## config.mk

```make
export PLATFORM = sky130hd
export DESIGN_NAME = lb2drp_mc
export DESIGN_NICKNAME = d
export VERILOG_FILES = /design/src/rtl/lb2drp_mc.sv
export SDC_FILE = /design/constraint.sdc
export NUM_CORES = 1
export LEC_CHECK = 0
export CORE_MARGIN = 4
export CORE_UTILIZATION = 45
export DETAILED_ROUTE_END_ITERATION = 12
export DONT_BUFFER_PORTS = 1
export PLACE_DENSITY = 0.72
export SKIP_LAST_GASP = 1
export SYNTH_ARGS = -nofsm -noshare
export SYNTH_HDL_FRONTEND = slang
export SYNTH_SLANG_ARGS = --single-unit
```

## constraint.sdc

```tcl
create_clock -name CLK_I -period 9.3 [get_ports CLK_I]
set_clock_uncertainty 0.2 [all_clocks]
set_input_delay 0.465 -clock CLK_I [delete_from_list [all_inputs] [get_ports CLK_I]]
set_output_delay 0.465 -clock CLK_I [all_outputs]
set_load 0.02 [all_outputs]
```

## src/rtl/lb2drp_mc.sv

```systemverilog
// Local-bus to multi-channel DRP bridge: edge-triggered LB commands are queued in a small FIFO
// and run one at a time on the DRP port picked by the upper address bits, with a timeout.
module lb2drp_mc #(
  parameter int C_ADDR_WIDTH   = 12,
  parameter int C_DATA_WIDTH   = 16,
  parameter int C_CH_NUM       = 4,
  parameter int C_CH_SEL_WIDTH = 2,
  parameter int C_FIFO_DEPTH   = 4,
  parameter int C_TIMEOUT      = 1023
) (
  input  logic                                   CLK_I,
  input  logic                                   RST_I,
  input  logic [C_CH_SEL_WIDTH+C_ADDR_WIDTH-1:0] S_LB_WADDR,
  input  logic [C_DATA_WIDTH-1:0]                S_LB_WDATA,
  input  logic                                   S_LB_WREQ,
  input  logic [C_CH_SEL_WIDTH+C_ADDR_WIDTH-1:0] S_LB_RADDR,
  input  logic                                   S_LB_RREQ,
  output logic [C_DATA_WIDTH-1:0]                S_LB_RDATA,
  output logic                                   S_LB_RFINISH,
  output logic                                   S_LB_WFINISH,
  output logic                                   S_LB_ERR,
  output logic                                   S_LB_DROP,
  output logic                                   S_LB_BUSY,
  output logic [C_CH_NUM-1:0]                    M_DRPEN,
  output logic [C_CH_NUM-1:0]                    M_DRPWE,
  output logic [C_ADDR_WIDTH-1:0]                M_DRPADDR,
  output logic [C_DATA_WIDTH-1:0]                M_DRPDI,
  input  logic [C_CH_NUM-1:0]                    M_DRPRDY,
  input  logic [C_CH_NUM*C_DATA_WIDTH-1:0]       M_DRPDO
);
  localparam int LBA_W = C_CH_SEL_WIDTH + C_ADDR_WIDTH;
  localparam int ENT_W = 1 + LBA_W + C_DATA_WIDTH;
  localparam int PTR_W = $clog2(C_FIFO_DEPTH);
  localparam int CNT_W = PTR_W + 1;
  localparam logic [15:0] TMO_LAST = 16'(C_TIMEOUT - 1);

  typedef enum logic [1:0] {ST_IDLE, ST_ISSUE, ST_WAIT, ST_DONE} state_t;

  state_t                    state_q, state_d;
  logic                      armed_q, armed_d, wreq_q, wreq_d, rreq_q, rreq_d;
  logic [PTR_W-1:0]          wr_ptr_q, wr_ptr_d, rd_ptr_q, rd_ptr_d;
  logic [CNT_W-1:0]          count_q, count_d;
  logic                      is_wr_q, is_wr_d;
  logic [C_CH_SEL_WIDTH-1:0] ch_q, ch_d;
  logic [15:0]               tmo_q, tmo_d;
  logic [C_CH_NUM-1:0]       drpen_q, drpen_d, drpwe_q, drpwe_d;
  logic [C_ADDR_WIDTH-1:0]   drpaddr_q, drpaddr_d;
  logic [C_DATA_WIDTH-1:0]   drpdi_q, drpdi_d, rdata_q, rdata_d;
  logic                      rfin_q, rfin_d, wfin_q, wfin_d, err_q, err_d, drop_q, drop_d;

  logic [ENT_W-1:0]          fifo_mem [C_FIFO_DEPTH];
  logic [ENT_W-1:0]          head;
  logic [C_CH_SEL_WIDTH-1:0] head_ch;
  logic [C_CH_NUM-1:0]       head_sel;
  logic                      w_edge, r_edge, w_ok, r_ok, pop;
  logic                      act_hit, act_rdy;
  logic [C_DATA_WIDTH-1:0]   act_do;
  logic [PTR_W-1:0]          r_slot;

  always_comb begin
    state_d   = state_q;
    armed_d   = 1'b1;
    wreq_d    = S_LB_WREQ;
    rreq_d    = S_LB_RREQ;
    wr_ptr_d  = wr_ptr_q;
    rd_ptr_d  = rd_ptr_q;
    count_d   = count_q;
    is_wr_d   = is_wr_q;
    ch_d      = ch_q;
    tmo_d     = tmo_q;
    drpen_d   = '0;
    drpwe_d   = '0;
    drpaddr_d = drpaddr_q;
    drpdi_d   = drpdi_q;
    rdata_d   = rdata_q;
    rfin_d    = 1'b0;
    wfin_d    = 1'b0;
    err_d     = 1'b0;
    pop       = 1'b0;

    // armed_q keeps a level already high at reset release from counting as an edge
    w_edge = armed_q & S_LB_WREQ & ~wreq_q;
    r_edge = armed_q & S_LB_RREQ & ~rreq_q;
    w_ok   = w_edge && (count_q < CNT_W'(C_FIFO_DEPTH));
    r_ok   = r_edge && ((count_q + CNT_W'(w_ok)) < CNT_W'(C_FIFO_DEPTH));
    r_slot = wr_ptr_q + PTR_W'(w_ok);
    drop_d = (w_edge & ~w_ok) | (r_edge & ~r_ok);

    head     = fifo_mem[rd_ptr_q];
    head_ch  = head[C_DATA_WIDTH+LBA_W-1 -: C_CH_SEL_WIDTH];
    head_sel = '0;
    act_hit  = 1'b0;
    act_rdy  = 1'b0;
    act_do   = '0;
    for (int k = 0; k < C_CH_NUM; k++) begin
      if (head_ch == C_CH_SEL_WIDTH'(k)) head_sel[k] = 1'b1;
      if (ch_q == C_CH_SEL_WIDTH'(k)) begin
        act_hit = 1'b1;
        act_rdy = M_DRPRDY[k];
        act_do  = M_DRPDO[k*C_DATA_WIDTH +: C_DATA_WIDTH];
      end
    end

    case (state_q)
      ST_IDLE: begin
        if (count_q != '0) begin
          pop       = 1'b1;
          is_wr_d   = head[ENT_W-1];
          ch_d      = head_ch;
          drpaddr_d = head[C_DATA_WIDTH +: C_ADDR_WIDTH];
          drpdi_d   = head[C_DATA_WIDTH-1:0];
          drpen_d   = head_sel;
          drpwe_d   = head[ENT_W-1] ? head_sel : '0;
          state_d   = ST_ISSUE;
        end
      end
      ST_ISSUE: begin
        tmo_d = '0;
        if (act_hit) begin
          state_d = ST_WAIT;
        end else begin
          wfin_d  = is_wr_q;
          rfin_d  = ~is_wr_q;
          err_d   = 1'b1;
          state_d = ST_DONE;
        end
      end
      ST_WAIT: begin
        if (act_rdy) begin
          wfin_d  = is_wr_q;
          rfin_d  = ~is_wr_q;
          if (!is_wr_q) rdata_d = act_do;
          state_d = ST_DONE;
        end else if (tmo_q == TMO_LAST) begin
          wfin_d  = is_wr_q;
          rfin_d  = ~is_wr_q;
          err_d   = 1'b1;
          if (!is_wr_q) rdata_d = '1;
          state_d = ST_DONE;
        end else begin
          tmo_d = tmo_q + 16'd1;
        end
      end
      default: state_d = ST_IDLE;
    endcase

    wr_ptr_d = wr_ptr_q + PTR_W'(w_ok) + PTR_W'(r_ok);
    rd_ptr_d = rd_ptr_q + PTR_W'(pop);
    count_d  = count_q + CNT_W'(w_ok) + CNT_W'(r_ok) - CNT_W'(pop);
  end

  // Write command takes the first free slot, a simultaneous read the one after it
  always_ff @(posedge CLK_I) begin
    if (w_ok) fifo_mem[wr_ptr_q] <= {1'b1, S_LB_WADDR, S_LB_WDATA};
    if (r_ok) fifo_mem[r_slot] <= {1'b0, S_LB_RADDR, {C_DATA_WIDTH{1'b0}}};
  end

  always_ff @(posedge CLK_I or posedge RST_I) begin
    if (RST_I) begin
      state_q   <= ST_IDLE;
      armed_q   <= 1'b0;
      wreq_q    <= 1'b0;
      rreq_q    <= 1'b0;
      wr_ptr_q  <= '0;
      rd_ptr_q  <= '0;
      count_q   <= '0;
      is_wr_q   <= 1'b0;
      ch_q      <= '0;
      tmo_q     <= '0;
      drpen_q   <= '0;
      drpwe_q   <= '0;
      drpaddr_q <= '0;
      drpdi_q   <= '0;
      rdata_q   <= '0;
      rfin_q    <= 1'b0;
      wfin_q    <= 1'b0;
      err_q     <= 1'b0;
      drop_q    <= 1'b0;
    end else begin
      state_q   <= state_d;
      armed_q   <= armed_d;
      wreq_q    <= wreq_d;
      rreq_q    <= rreq_d;
      wr_ptr_q  <= wr_ptr_d;
      rd_ptr_q  <= rd_ptr_d;
      count_q   <= count_d;
      is_wr_q   <= is_wr_d;
      ch_q      <= ch_d;
      tmo_q     <= tmo_d;
      drpen_q   <= drpen_d;
      drpwe_q   <= drpwe_d;
      drpaddr_q <= drpaddr_d;
      drpdi_q   <= drpdi_d;
      rdata_q   <= rdata_d;
      rfin_q    <= rfin_d;
      wfin_q    <= wfin_d;
      err_q     <= err_d;
      drop_q    <= drop_d;
    end
  end

  assign S_LB_RDATA   = rdata_q;
  assign S_LB_RFINISH = rfin_q;
  assign S_LB_WFINISH = wfin_q;
  assign S_LB_ERR     = err_q;
  assign S_LB_DROP    = drop_q;
  assign S_LB_BUSY    = (count_q > CNT_W'(C_FIFO_DEPTH - 2));
  assign M_DRPEN      = drpen_q;
  assign M_DRPWE      = drpwe_q;
  assign M_DRPADDR    = drpaddr_q;
  assign M_DRPDI      = drpdi_q;
endmodule

```

# ---- Yosys cells after proc, flatten, opt, wreduce, memory -nomap -nowiden
# Memory sizes are Yosys's and may differ from the RTL's.
# Index checks and enable logic that the tools add are counted.
dict set report word_totals {
  ff_bits 87
  latchBits 0
  mem_bits_rw 124
  romBits 0
  in_bits 116
  out_inout_bits 57
  word_cells 120
  mem_count 1
}
dict set report op_classes {
  add_sub_neg 7
  multipliers 0
  n_div 0
  n_lt_le_gt_ge 3
  eq_ne 15
  n_shift 0
  muxes 51
  bitwise_logic 12
  reduce_logical 12
}
# memory words word_bits rd rd_ports_with_merged_regs wr line_no
set mem_list {}
lappend mem_list {fifo_mem 4 31 1 0 2 51} ;# logic [ENT_W-1:0] fifo_mem [C_FIFO_DEPTH];
# operator n
set op_table {}
lappend op_table {{16-bit 2-to-1 mux} 10}
lappend op_table {{16-bit one-hot mux with 2 select lines} 1}
lappend op_table {{1-bit 2-to-1 mux} 28}
lappend op_table {{4-bit 2-to-1 mux} 5}
lappend op_table {{16-bit by 1-bit adder with 16-bit output (second input constant)} 1}
lappend op_table {{16-bit by 10-bit == test with 1-bit output (second input constant)} 1}
lappend op_table {{2-bit == test (second input constant)} 5}
lappend op_table {{2-bit != test (second input constant)} 5}
lappend op_table {{2-bit by 1-bit adder with 2-bit output} 3}
lappend op_table {{3-bit by 1-bit adder with 3-bit output} 2}
lappend op_table {{1-bit AND} 6}
lappend op_table {{2-bit by 1-bit == test with 1-bit output (second input constant)} 3}
lappend op_table {{2-bit zero test} 3}
lappend op_table {{3-bit less-than comparator (second input constant)} 2}
lappend op_table {{2-bit 2-to-1 mux} 3}
lappend op_table {{1-bit one-hot mux with 2 select lines} 3}
lappend op_table {{2-bit one-hot mux with 3 select lines} 1}
lappend op_table {{1-bit NOT} 5}
lappend op_table {{2-bit AND reduction} 2}
lappend op_table {{4-bit AND reduction} 1}
lappend op_table {{2-bit nonzero test} 2}
lappend op_table {{3-bit by 2-bit > comparator with 1-bit output (second input constant)} 1}
lappend op_table {{3-bit != test (second input constant)} 1}
lappend op_table {{3-bit AND reduction} 1}
lappend op_table {{other kinds (4)} 5}

# ---- Logic depth before layout (Yosys ltp)
dict set report logic_depth {
  word_depth 9
  ltp_mapped 11
}

# ---- Least setup slack after synthesis
# OpenSTA, ideal clock, no wires.
dict set report synth_timing {
  path_type {input-to-reg}
  start {in S_LB_WREQ}
  end {mem fifo_mem[1][16] (netlist bit), enable pin}
  arrival_time_ps 2492
  slack_ps 6238
  path_stages 7
  n_path_buf 0
  cell_sequence {nand4bb_1 > inv_1 > ha_1 > ha_1 > xor2_1 > nor4_1 > nand2b_1}
}
# item line_no
set synth_rtl {}
lappend synth_rtl {{from (decl)} 15} ;# input logic S_LB_WREQ,
lappend synth_rtl {{to (decl)} 51}

==> metrics <==
antenna violations before repair=0; HP Class=input port to register; Hold WS=about 0.0076 ns; Most common cell on crit path=ha_1; Max IR drop VDD=0.000189 V; Syn Area/Cell=10.7 sq um; # setup viols final=0; Final nets=around 1,100; ys async rst share=41.2%; P_int=~2.3 mW; Die Area=between 20,000 and 25,000 sq um; Max Slew Vio Count=0; wire length per cell=19.3 microns; crit start category=register; post-CTS setup buffer count=0; synthesized area=slightly below 10,000 sq um; critical path's slowest cell=xor2_1; # port buffers=0; Syn Nets=approximately 1,000; Setup Crit Path Kind=register to register; largest net degree at the start of global routing=between 50 and 60; ordered list of cells on the worst path=nand4bb_1, inv_1, ha_1, ha_1, xor2_1, nor4_2, buf_4, nand2_1, o21ai_0, dlygate4sd3_1; CP Data Arrival Time=3.82 ns; CTS H-Tree Depth=1; commonest non-fill, non-tap cell in the layout=nand2_1; vias in the first global route=between 7,000 and 8,000; GPL Wtd Cong=0.803; DR pass1 iterations=5; CTS tree=yes; synth-to-layout area growth=16.4%; Post-synth EDFFs=56; Worst slew margin=31.1%; Unique masters post-synth=between 40 and 50; CP Data Required Time=approximately 9.4 ns; status=finished, final reports clean; max-cap viol count=0; layout cells sized above 1=14.5%; Psw=~1.2 mW; Initial Util=46.2%; dpl cells=1,149; f_max=266 MHz; post-route insts no fill=1,247; Core Area=approximately 21,000 sq um; gr ovfl total=0; commonest cells after routing, fill and taps aside=nand2_1 (264), dfrtp_1 (86), dfxtp_1 (68), a21oi_1 (66); number of routed nets with antenna violations=0; n_diodes=0; Seq/Total Area, Yosys=53.3%; CTS Buf Count=22; chip width=between 150 and 200 microns; Gate power share=approximately 29%; Worst R2R Path Depth=10; Root Buffer Master=clkbuf_16; Final TNS setup=0 ns; Seq cells post-synth=approximately 210; Clk pwr share=a little over a quarter; Clock Latency Late Sink=roughly 0.52 ns; Worst setup EP type=register; Worst-path clk slew=0.06 ns; CP max stage delay=0.72 ns; row count=between 50 and 60; top_reg_cell synth=dfrtp_1; switching fraction of total power=between 30% and 40%; sequential fraction of design power=44.6%; Pwr per Cell Area=a little over 300 nW/um^2; 1st-iter DRT viols=470; routed vias/inst=between 5 and 6; Syn Inst Count=around 920; worst hold stages=2; RSZ-0062 raised after global routing=false; final hold viol count=0; worst-path maximum fanout=46; Tightest Pin Transition=roughly 1.0 ns; min Tclk post-route=about 3.8 ns; Synth Warn #=0; Die Ht=156 microns; Final Cycle Share=around 40%; gr usage total=about 20%; total wire length=approximately 24 mm; CTS Sinks=around 210; routed vias=7,094; post-CTS sizing=0; DP Wirelength=approximately 16 mm; clk buf depth=3; leakage power=~4.5 nW; first-pass GRT wire length=around 38 mm; I/O Pins=around 170; drt drc=0
## flip-flops by register name (all words and copies together), names as in the netlist, 3 cells and up
name	count
fifo_mem	124
M_DRPDI	16
S_LB_RDATA	16
tmo_q	16
M_DRPADDR	12
M_DRPEN	4
M_DRPWE	4
count_q	3
## synthesized netlist by cell type, types with 2 or more instances
| library cell | instances | area share, % |
|---|---|---|
| a21boi_0 | 4 | 0.31 |
| o311ai_0 | 2 | 0.18 |
| o21ai_0 | 58 | 3.0 |
| buf_1 | 5 | 0.19 |
| o22a_1 | 8 | 0.72 |
| nand4_1 | 5 | 0.32 |
| xnor2_1 | 3 | 0.27 |
| nor3_1 | 5 | 0.26 |
| nand3_1 | 10 | 0.51 |
| mux4_2 | 46 | 11 |
| and4_1 | 4 | 0.36 |
| mux2_2 | 33 | 3.8 |
| and3_1 | 3 | 0.19 |
| nand2b_1 | 14 | 0.89 |
| ha_1 | 13 | 1.7 |
| dfxtp_1 | 68 | 14 |
| or4_1 | 3 | 0.23 |
| buf_2 | 2 | 0.10 |
| or3_1 | 3 | 0.19 |
| a21oi_1 | 66 | 3.4 |
| or2_2 | 2 | 0.13 |
| clkbuf_1 | 50 | 1.9 |
| nand3b_1 | 3 | 0.23 |
| dfrtp_1 | 87 | 22 |
| inv_1 | 22 | 0.84 |
| edfxtp_1 | 56 | 17 |
| nor4_2 | 2 | 0.26 |
| nor4_1 | 7 | 0.45 |
| mux2i_1 | 24 | 2.5 |
| nor2_1 | 26 | 1.0 |
| xor2_1 | 4 | 0.36 |
| o31ai_1 | 4 | 0.31 |
| nand2_1 | 264 | 10 |
## per-stage QoR
step,power [mW],worst slack (ns),instance area [sq um],util (%)
final,3.44,5.55,11400,53.7
after detailed placement,2.53,5.64,10000,47.3
after floorplan,2.28,6.24,9800,-
after global routing,3.64,5.26,11400,53.7
after global placement,2.49,5.76,10000,47.3
after CTS,3.47,5.63,11400,53.7
## cells by family after synthesis
| family | Yosys count | synth area share [%] |
|---|---|---|
| adder cells (fa/ha/maj) | 14 | 1.86 |
| buffers and inverters | 80 | 3.26 |
| XOR/XNOR | 7 | 0.626 |
| AND/OR/NAND/NOR | 356 | 15.8 |
| flip-flops | 211 | 53.3 |
| multiplexers | 103 | 16.8 |
| AO/OA/AOI/OAI | 147 | 8.33 |
| other | 1 | 0.0383 |
## per-layer routing
layer	GRT usage (%)	vias to the layer above	wire [microns]
li1	-	3300	-
met2	34.3	321	11900
met1	24.7	3435	9510
met3	3.99	38	2130
met4	5.00	0	478
met5	0	-	0
## cell type report
cell class,count,area (sq um)
clock buffer,35,702
clock inverter,5,75.1
fill,1848,9820
inverter,22,85.1
multi-input combinational,628,4300
sequential,211,5220
tap,275,344
timing repair buffer,71,678
## critical path, delay by kind of cell, from the launching register on
family,cells,cell delay [ns]
AO/OA/AOI/OAI,1,0.08
XOR/XNOR,1,0.72
adder cells (fa/ha/maj),2,0.33
buffers and inverters,3,1.16
flip-flops,1,0.42
AND/OR/NAND/NOR,3,0.59
## repair_timing
action | CTS | global route
hold endpoints to repair | 159 | 0
hold buffers | 58 | 0
setup endpoints to repair | 0 | 0
## path summary, 6_finish.rpt
check	startpoint	to	slack (ns)
worst max-delay path	count_q[2]	fifo_mem[0][16]	5.55
worst min-delay path	S_LB_WADDR[1]	fifo_mem[2][17]	0.008
worst max register to register	count_q[2]	fifo_mem[0][16]	5.55
worst min register to register	fifo_mem[3][3]	fifo_mem[3][3]	0.25
max in group asynchronous	RST_I	rd_ptr_q[0]	7.55
min in group asynchronous	RST_I	S_LB_RDATA[11]	0.26
## power groups by stage
stage               registers [mW]  clock network [mW]  logic, mW
floorplan                     1.45                   0      0.838
global placement              1.55                   0      0.943
finish                        1.54               0.909      0.997
CTS                           1.54               0.926       1.01
global route                  1.58               0.964       1.10
detailed placement            1.56                   0      0.975
No activity file was read; power rests on OpenSTA's default activity.
